==> config.mk <==
export PLATFORM = sky130hd
export DESIGN_NAME = pipe_stage_skid
export DESIGN_NICKNAME = d
export VERILOG_FILES = /design/src/rtl/pipe_stage_skid.sv
export SDC_FILE = /design/constraint.sdc
export NUM_CORES = 1
export LEC_CHECK = 0
export CAP_MARGIN = 10
export CORE_MARGIN = 5
export CORE_UTILIZATION = 45
export DETAILED_ROUTE_END_ITERATION = 10
export HOLD_SLACK_MARGIN = 0.06
export MAX_ROUTING_LAYER = met4
export PLACE_DENSITY = 0.84
export SLEW_MARGIN = 20
export SYNTH_ARGS = -nofsm -noshare
export SYNTH_HDL_FRONTEND = slang
export SYNTH_SLANG_ARGS = --single-unit
==> constraint.sdc <==
create_clock -name clk -period 10.42 [get_ports clk]
set_clock_uncertainty 0.2 [all_clocks]
set_input_delay 1.042 -clock clk [delete_from_list [all_inputs] [get_ports clk]]
set_output_delay 1.042 -clock clk [all_outputs]
set_load 0.01 [all_outputs]
==> src/rtl/pipe_stage_skid.sv <==
// Pipeline stage register with a two-entry skid buffer, hold, flush and a saturating stall counter.
// Latency 1 cycle; in_ready depends on registers only, dropping once the skid entry is occupied.
module pipe_stage_skid #(
  parameter int                 DATA_W             = 32,
  parameter int                 ADDR_W             = 32,
  parameter logic [DATA_W-1:0]  NOP_VALUE          = {DATA_W{1'b0}},
  parameter bit                 KEEP_ADDR_ON_FLUSH = 1'b1,
  parameter int                 CNT_W              = 16
) (
  input  logic              clk,
  input  logic              rst,
  input  logic              in_valid,
  output logic              in_ready,
  input  logic [DATA_W-1:0] in_instr,
  input  logic [ADDR_W-1:0] in_addr,
  input  logic              hold,
  input  logic              flush,
  output logic              out_valid,
  input  logic              out_ready,
  output logic [DATA_W-1:0] out_instr,
  output logic [ADDR_W-1:0] out_addr,
  output logic [CNT_W-1:0]  stall_cnt
);

  localparam logic [1:0] ST_EMPTY = 2'b00;
  localparam logic [1:0] ST_ONE   = 2'b10;
  localparam logic [1:0] ST_FULL  = 2'b11;

  logic              skid_valid;
  logic [DATA_W-1:0] skid_instr;
  logic [ADDR_W-1:0] skid_addr;

  logic [1:0] state;
  logic       accept;
  logic       fire;
  logic       main_load_in;
  logic       main_load_skid;
  logic       skid_load;
  logic       nxt_out_valid;
  logic       nxt_skid_valid;

  assign in_ready = ~skid_valid;
  assign accept   = in_valid & in_ready;
  assign fire     = out_valid & out_ready & ~hold;
  assign state    = {out_valid, skid_valid};

  always_comb begin
    main_load_in   = 1'b0;
    main_load_skid = 1'b0;
    skid_load      = 1'b0;
    nxt_out_valid  = out_valid;
    nxt_skid_valid = skid_valid;
    case (state)
      ST_EMPTY: begin
        if (accept) begin
          main_load_in  = 1'b1;
          nxt_out_valid = 1'b1;
        end
      end
      ST_ONE: begin
        if (accept && fire) begin
          main_load_in = 1'b1;
        end else if (accept) begin
          skid_load      = 1'b1;
          nxt_skid_valid = 1'b1;
        end else if (fire) begin
          nxt_out_valid = 1'b0;
        end
      end
      ST_FULL: begin
        if (fire) begin
          main_load_skid = 1'b1;
          nxt_skid_valid = 1'b0;
        end
      end
      default: begin
        // skid without main is unreachable; collapse back to empty
        nxt_out_valid  = 1'b0;
        nxt_skid_valid = 1'b0;
      end
    endcase
  end

  always_ff @(posedge clk or posedge rst) begin
    if (rst) begin
      out_valid  <= 1'b0;
      skid_valid <= 1'b0;
    end else if (flush) begin
      out_valid  <= 1'b0;
      skid_valid <= 1'b0;
    end else begin
      out_valid  <= nxt_out_valid;
      skid_valid <= nxt_skid_valid;
    end
  end

  always_ff @(posedge clk or posedge rst) begin
    if (rst) begin
      out_instr <= NOP_VALUE;
      out_addr  <= '0;
    end else if (flush) begin
      out_instr <= NOP_VALUE;
      if (!KEEP_ADDR_ON_FLUSH) begin
        out_addr <= '0;
      end
    end else if (main_load_in) begin
      out_instr <= in_instr;
      out_addr  <= in_addr;
    end else if (main_load_skid) begin
      out_instr <= skid_instr;
      out_addr  <= skid_addr;
    end
  end

  // skid payload is only meaningful while skid_valid, so flush leaves it alone
  always_ff @(posedge clk or posedge rst) begin
    if (rst) begin
      skid_instr <= '0;
      skid_addr  <= '0;
    end else if (!flush && skid_load) begin
      skid_instr <= in_instr;
      skid_addr  <= in_addr;
    end
  end

  always_ff @(posedge clk or posedge rst) begin
    if (rst) begin
      stall_cnt <= '0;
    end else if (out_valid && !fire && !flush && (stall_cnt != {CNT_W{1'b1}})) begin
      stall_cnt <= stall_cnt + CNT_W'(1);
    end
  end

endmodule
# After elaboration in Yosys (flattened, before gate mapping)
# Index checks and enable logic that the tools add are counted.
[totals]
regBits = 146
input_bits = 70
[op_classes]
reduce_logical = 13
add_sub_neg = 1
mux = 21
n_eq_ne = 11
n_bitwise = 6
[ops]
columns = ["op", "n"]
rows = [
  ["two-way mux 32 bit", 5],
  ["!= test 3 bit (second input constant)", 6],
  ["adder 16 x 1 -> 16 bit (second input constant)", 1],
  ["!= test 16 bit (second input constant)", 1],
  ["two-way mux 1 bit", 13],
  ["case mux 1 bit (3 select lines)", 2],
  ["logical AND 1 bit", 5],
  ["AND reduction 5 bit", 1],
  ["== test 2 bit (second input constant)", 2],
  ["!= test 2 bit (second input constant)", 2],
  ["AND reduction 4 bit", 1],
  ["bitwise AND 1 bit", 3],
  ["inverter 1 bit", 3],
  ["nonzero test 3 bit", 1],
  ["logical NOT 1 bit", 2],
  ["logical NOT 2 bit", 1],
  ["case mux 1 bit (2 select lines)", 1],
  ["AND reduction 2 bit", 1],
  ["nonzero test 2 bit", 1],
]

# Depth between registers and ports, before layout
[depth]
depth_word = 7
ltp_mapped = 7
mapped_depth_nobuf = 5

# Worst setup path after synthesis
# No wires, ideal clock.
[synth_path]
kind = "input port to flip-flop"
startpoint = "input port flush"
endpoint = "register skid_instr[24]"
stages = 6
n_path_buf = 2
slack_ns = 7.792
arrival_ns = 2.303
required_ns = 10.095
path_cell_list = "buf_2 -> and2b_1 -> nand2_2 -> nor2_4 -> buf_4 -> mux2_2"
[synth_between]
elab_chain_cells = 2
[synth_lines]
columns = ["item", "line", "source"]
rows = [
  ["start: declaration", "17", "input logic flush,"],
  ["logical NOT 1 bit", "120", "end else if (!flush && skid_load) begin"],
  ["logical AND 1 bit", "120", ""],
  ["end signal: assignment", "121", "skid_instr <= in_instr;"],
  ["end: declaration", "30", "logic [DATA_W-1:0] skid_instr;"],
]
# Every way passes these cells.
# A chain may end at the register's enable or synchronous reset.

# Worst setup path in the final report
[layout_path]
startpoint = "input port out_ready"
endpoint = "register out_addr[26]"
[layout_between]
elab_chain_cells = 7
elab_cells_between_ends = 10
cone_classes = "mux: 5; bitwise: 2; reduce/logical: 3"
[layout_lines]
columns = ["item", "line", "source"]
rows = [
  ["start: declaration", "19", "input logic out_ready,"],
  ["bitwise AND 1 bit * (2 in a row)", "44", "assign fire = out_valid & out_ready & ~hold;"],
  ["logical AND 1 bit", "61", "if (accept && fire) begin"],
  ["two-way mux 1 bit", "61", ""],
  ["case mux 1 bit (2 select lines)", "53", "case (state)"],
  ["nonzero test 2 bit (no source line)", "n/a", ""],
  ["AND reduction 2 bit (no source line)", "n/a", ""],
  ["end signal: assignment", "108", "out_addr <= in_addr;"],
  ["end signal: assignment", "111", "out_addr <= skid_addr;"],
  ["end: declaration", "21", "output logic [ADDR_W-1:0] out_addr,"],
]
# Every way passes the cells marked *; elsewhere a longest branch is shown, timed or not.

==> impl_metrics.yaml <==
cells_and_area:
  sequential_cell_area_mm2: 0.00365
  areaGrowthSynthToFinish_pct: 35.4
  layout.filler_cells: 1029
  final_net_count: 724
  layout.cell_area.non_filler_mm2: 0.00859
  multi_input_area_mm2: 0.00252
  post_route_cells_drive_above_1_share_pct: 14.3
floorplanning:
  dieWidth_um: 129
  core_region_area_mm2: 0.0138
  die_y_um: 129
  floorplan.die_area_mm2: 0.0166
  start_util_pct: 45.9
  design.portCount: 152
  rows: 43
synthesis:
  synth-seq-area-share_pct: 57.6
  synthTopCellsByArea: "sky130_fd_sc_hd__dfrtp_1, sky130_fd_sc_hd__mux2i_1, sky130_fd_sc_hd__mux2_2"
  postSynthRegisterBits: 146
  synth_async_sr_flop_share_pct: 100
  synth_top_area_share_pct: 57.6
  muxShareOfSynthArea_pct: 22.3
  synth-compound-area-share_pct: 7.52
  yosysMostFrequentCell: "sky130_fd_sc_hd__dfrtp_1"
  mappedNetlistArea_mm2: 0.00634
  synth_area_per_cell_um2: 12.5
  synth_top_flop_cell: "sky130_fd_sc_hd__dfrtp_1"
  synth-adder-area-share_pct: 0.197
  synth_top_family_by_area: "multiplexers"
  synth_xor_area_share_pct: 1.24
  yosysWarningCount: 0
  post_synth_edffs: 0
  synth_top_cell_by_area: "sky130_fd_sc_hd__dfrtp_1"
  synthesis.nets: 578
  yosys-top-cells-count: "sky130_fd_sc_hd__dfrtp_1, sky130_fd_sc_hd__nor2_1, sky130_fd_sc_hd__mux2i_1"
  post_synth_and_or_nand_nor_area_fraction_pct: 7.97
  netlist-cell-type-count: 36
  synthesis.instances: 507
cts:
  worst_skew_pair.late_latency_ns: 0.42
  cts-htree-levels: 4
  clock-root-buffer: "sky130_fd_sc_hd__clkbuf_16"
  cts.sinks: 146
  cts_setup_buffers: 0
  ctsHoldBuffers: 0
  cts_tree: "yes"
  clk_transition_reported_paths_ns: 0.05
  ctsResizeCount: 0
  cts_buffers: 17
  cts_buffer_depth: 2
critical_path:
  timing.critical_path.required_ns: 10.47
  cp-end-kind: "register"
  critPathArrivalTime_ns: 3.80
  crit_type: "in2reg"
  timing.critical_path.from_type: "input pin"
  critical_path.max_fanout: 46
route:
  routedWlPerCell_um: 16.9
  drt_first_pass_iters: 4
  iteration_0_drc_count_of_the_detailed_router: 315
  postRouteWirelength_mm: 14.3
  average_vias_per_placed_instance: 5.28
  num_vias: 4463
  drcViolationCount: 0
  antenna_violating_nets_post_route: 0
pwr:
  cellLeakagePower_nw: 3.66
  sequentialPowerShare_pct: 43.1
  p_clk_share_pct: 35.7
  power_switching_share_pct: 25.7
  power_per_cell_area_mw_per_mm2: 205
  p_int_mw: 1.31
  p_sw_mw: 0.453
  worst_ir_drop_vdd_mv: 0.115
  comb_power_share_pct: 21.1
grt:
  grt_first_pass_wirelength_mm: 23.5
  grt_max_degree: 78
  grt_antenna_before_repair: 1
  grt.overflow.total: 0
  track_usage_pct: 18.5
  grt_pass1_vias: 4678
job:
  max_cap_viol_count: 0
place:
  hpwl_mm: 9.80
  postPlaceCellArea_mm2: 0.00797
  io_buffers: 151
  weighted_congestion_reported_at_the_end_of_routability_driven_placement: 0.844
outcome:
  run_status: "finished clean"
sta:
  final_hold_viol_count: 0
  finish_stage_setup_viols: 0
  grt_setup_unrepaired: "no"
  slew_headroom_pct: 42.7
  achievable-frequency_ghz: 0.267
  final.period_utilization_pct: 35.9
  report.final.slew_viol_count: 0
  final.min_clock_period_ns: 3.74
  worst_slew_pin_slew_ns: 0.859
  final_total_negative_setup_slack_ns: 0
worst_hold_path:
  holdCritPathClass: "reg2reg"
==> placed cells by master, fill, tap and decap left out, types with 2 or more instances in the layout <==
| cell type | synthesis | routed |
|---|---|---|
| sky130_fd_sc_hd__xor2_1 | 8 | 8 |
| sky130_fd_sc_hd__nor2_1 | 68 | 68 |
| sky130_fd_sc_hd__clkbuf_16 | 0 | 17 |
| sky130_fd_sc_hd__clkbuf_8 | 0 | 2 |
| sky130_fd_sc_hd__buf_4 | 8 | 6 |
| sky130_fd_sc_hd__nand2_1 | 6 | 6 |
| sky130_fd_sc_hd__a31oi_1 | 4 | 4 |
| sky130_fd_sc_hd__a21oi_4 | 0 | 2 |
| sky130_fd_sc_hd__mux2i_1 | 65 | 65 |
| sky130_fd_sc_hd__and3_1 | 2 | 2 |
| sky130_fd_sc_hd__inv_1 | 3 | 2 |
| sky130_fd_sc_hd__a211oi_1 | 32 | 32 |
| sky130_fd_sc_hd__bufinv_16 | 0 | 4 |
| sky130_fd_sc_hd__dfrtp_1 | 146 | 146 |
| sky130_fd_sc_hd__nor3_1 | 5 | 5 |
| sky130_fd_sc_hd__clkdlybuf4s50_1 | 0 | 151 |
| sky130_fd_sc_hd__nor4_1 | 6 | 6 |
| sky130_fd_sc_hd__a21oi_1 | 36 | 35 |
| sky130_fd_sc_hd__clkinv_2 | 0 | 7 |
| sky130_fd_sc_hd__nand4_1 | 5 | 5 |
| sky130_fd_sc_hd__mux2_1 | 18 | 18 |
| sky130_fd_sc_hd__nand2b_1 | 3 | 3 |
| sky130_fd_sc_hd__nand3_1 | 5 | 5 |
| sky130_fd_sc_hd__mux2_2 | 50 | 50 |
| sky130_fd_sc_hd__o21ai_0 | 2 | 2 |
==> layout make-up <==
type / count / area share (%)
Antenna cell: 1 / 0.0291
Clock buffer: 19 / 5.28
Clock inverter: 12 / 1.89
Inverter: 3 / 0.189
Multi-Input combinational cell: 328 / 29.3
Sequential cell: 146 / 42.6
Tap cell: 180 / 2.62
Timing Repair Buffer: 157 / 18.1
==> sequential cells by signal (all words and copies together) (netlist names) <==
| register | flops |
|---|---|
| skid_instr | 32 |
| out_addr | 32 |
| stall_cnt | 16 |
| out_valid | 1 |
| skid_addr | 32 |
| out_instr | 32 |
| skid_valid | 1 |
==> per-stage QoR <==
| stage | power [mW] | utilization, % | setup WS (ns) | hold WS, ns | cells |
|---|---|---|---|---|---|
| 3_3_place_gp | 1.12 | 57.6 | 6.33 | 0.266 | 814 |
| 6_report | 1.76 | 62.1 | 6.68 | 0.282 | 846 |
| 2_1_floorplan | 0.959 | - | 5.26 | 0.257 | 507 |
| 5_1_grt | 1.85 | 62.1 | 6.53 | 0.303 | 846 |
| 3_5_place_dp | 1.15 | 57.6 | 6.24 | 0.275 | 814 |
| 4_1_cts | 1.78 | 62.1 | 6.68 | 0.288 | 845 |
==> routing by layer <==
metal,vias up,GRT usage [%],wire (um)
met5,-,-,0
met4,0,5.68,217
met3,25,5.48,865
met2,131,29.5,7010
met1,2188,22.8,6170
li1,2119,-,-
==> final timing paths <==
path,cells past startpoint,slack (ns),start,end
hold / removal,1,0.28,skid_instr[2]$_DFFE_PP0P_,skid_instr[2]$_DFFE_PP0P_
max in group asynchronous,3,7.78,rst,skid_addr[1]$_DFFE_PP0P_
setup reg to reg,5,7.55,skid_valid$_DFFE_PP0P_,out_addr[26]$_DFFE_PP0P_
setup / recovery,6,6.68,out_ready,out_addr[26]$_DFFE_PP0P_
hold reg to reg,1,0.28,skid_instr[2]$_DFFE_PP0P_,skid_instr[2]$_DFFE_PP0P_
min in group asynchronous,2,0.90,rst,stall_cnt[14]$_DFFE_PP0P_
==> cell families (layout without fill, tap and decap cells) <==
kind of cell | Yosys count | in the layout
flip-flops | 146 | 146
multiplexers | 133 | 133
AND/OR/NAND/NOR | 109 | 109
AO/OA/AOI/OAI | 76 | 76
buffers and inverters | 33 | 191
XOR/XNOR | 9 | 9
adder cells (fa/ha/maj) | 1 | 1
other | 0 | 1
==> power by group through the flow <==
stage,logic (mW),registers (mW),clock network (mW)
after global placement,0.363,0.758,0
after global routing,0.408,0.775,0.671
after floorplan,0.187,0.772,0
after detailed placement,0.379,0.767,0
after CTS,0.380,0.760,0.644
final,0.372,0.760,0.629
==> critical path: stages <==
cell	delay [ns]
sky130_fd_sc_hd__clkdlybuf4s50_1	0.49
sky130_fd_sc_hd__nand2b_1	0.31
sky130_fd_sc_hd__a21oi_4	0.74
sky130_fd_sc_hd__buf_4	0.75
sky130_fd_sc_hd__mux2i_1	0.30
sky130_fd_sc_hd__a21oi_1	0.10
No activity file was read; power rests on OpenSTA's default activity.
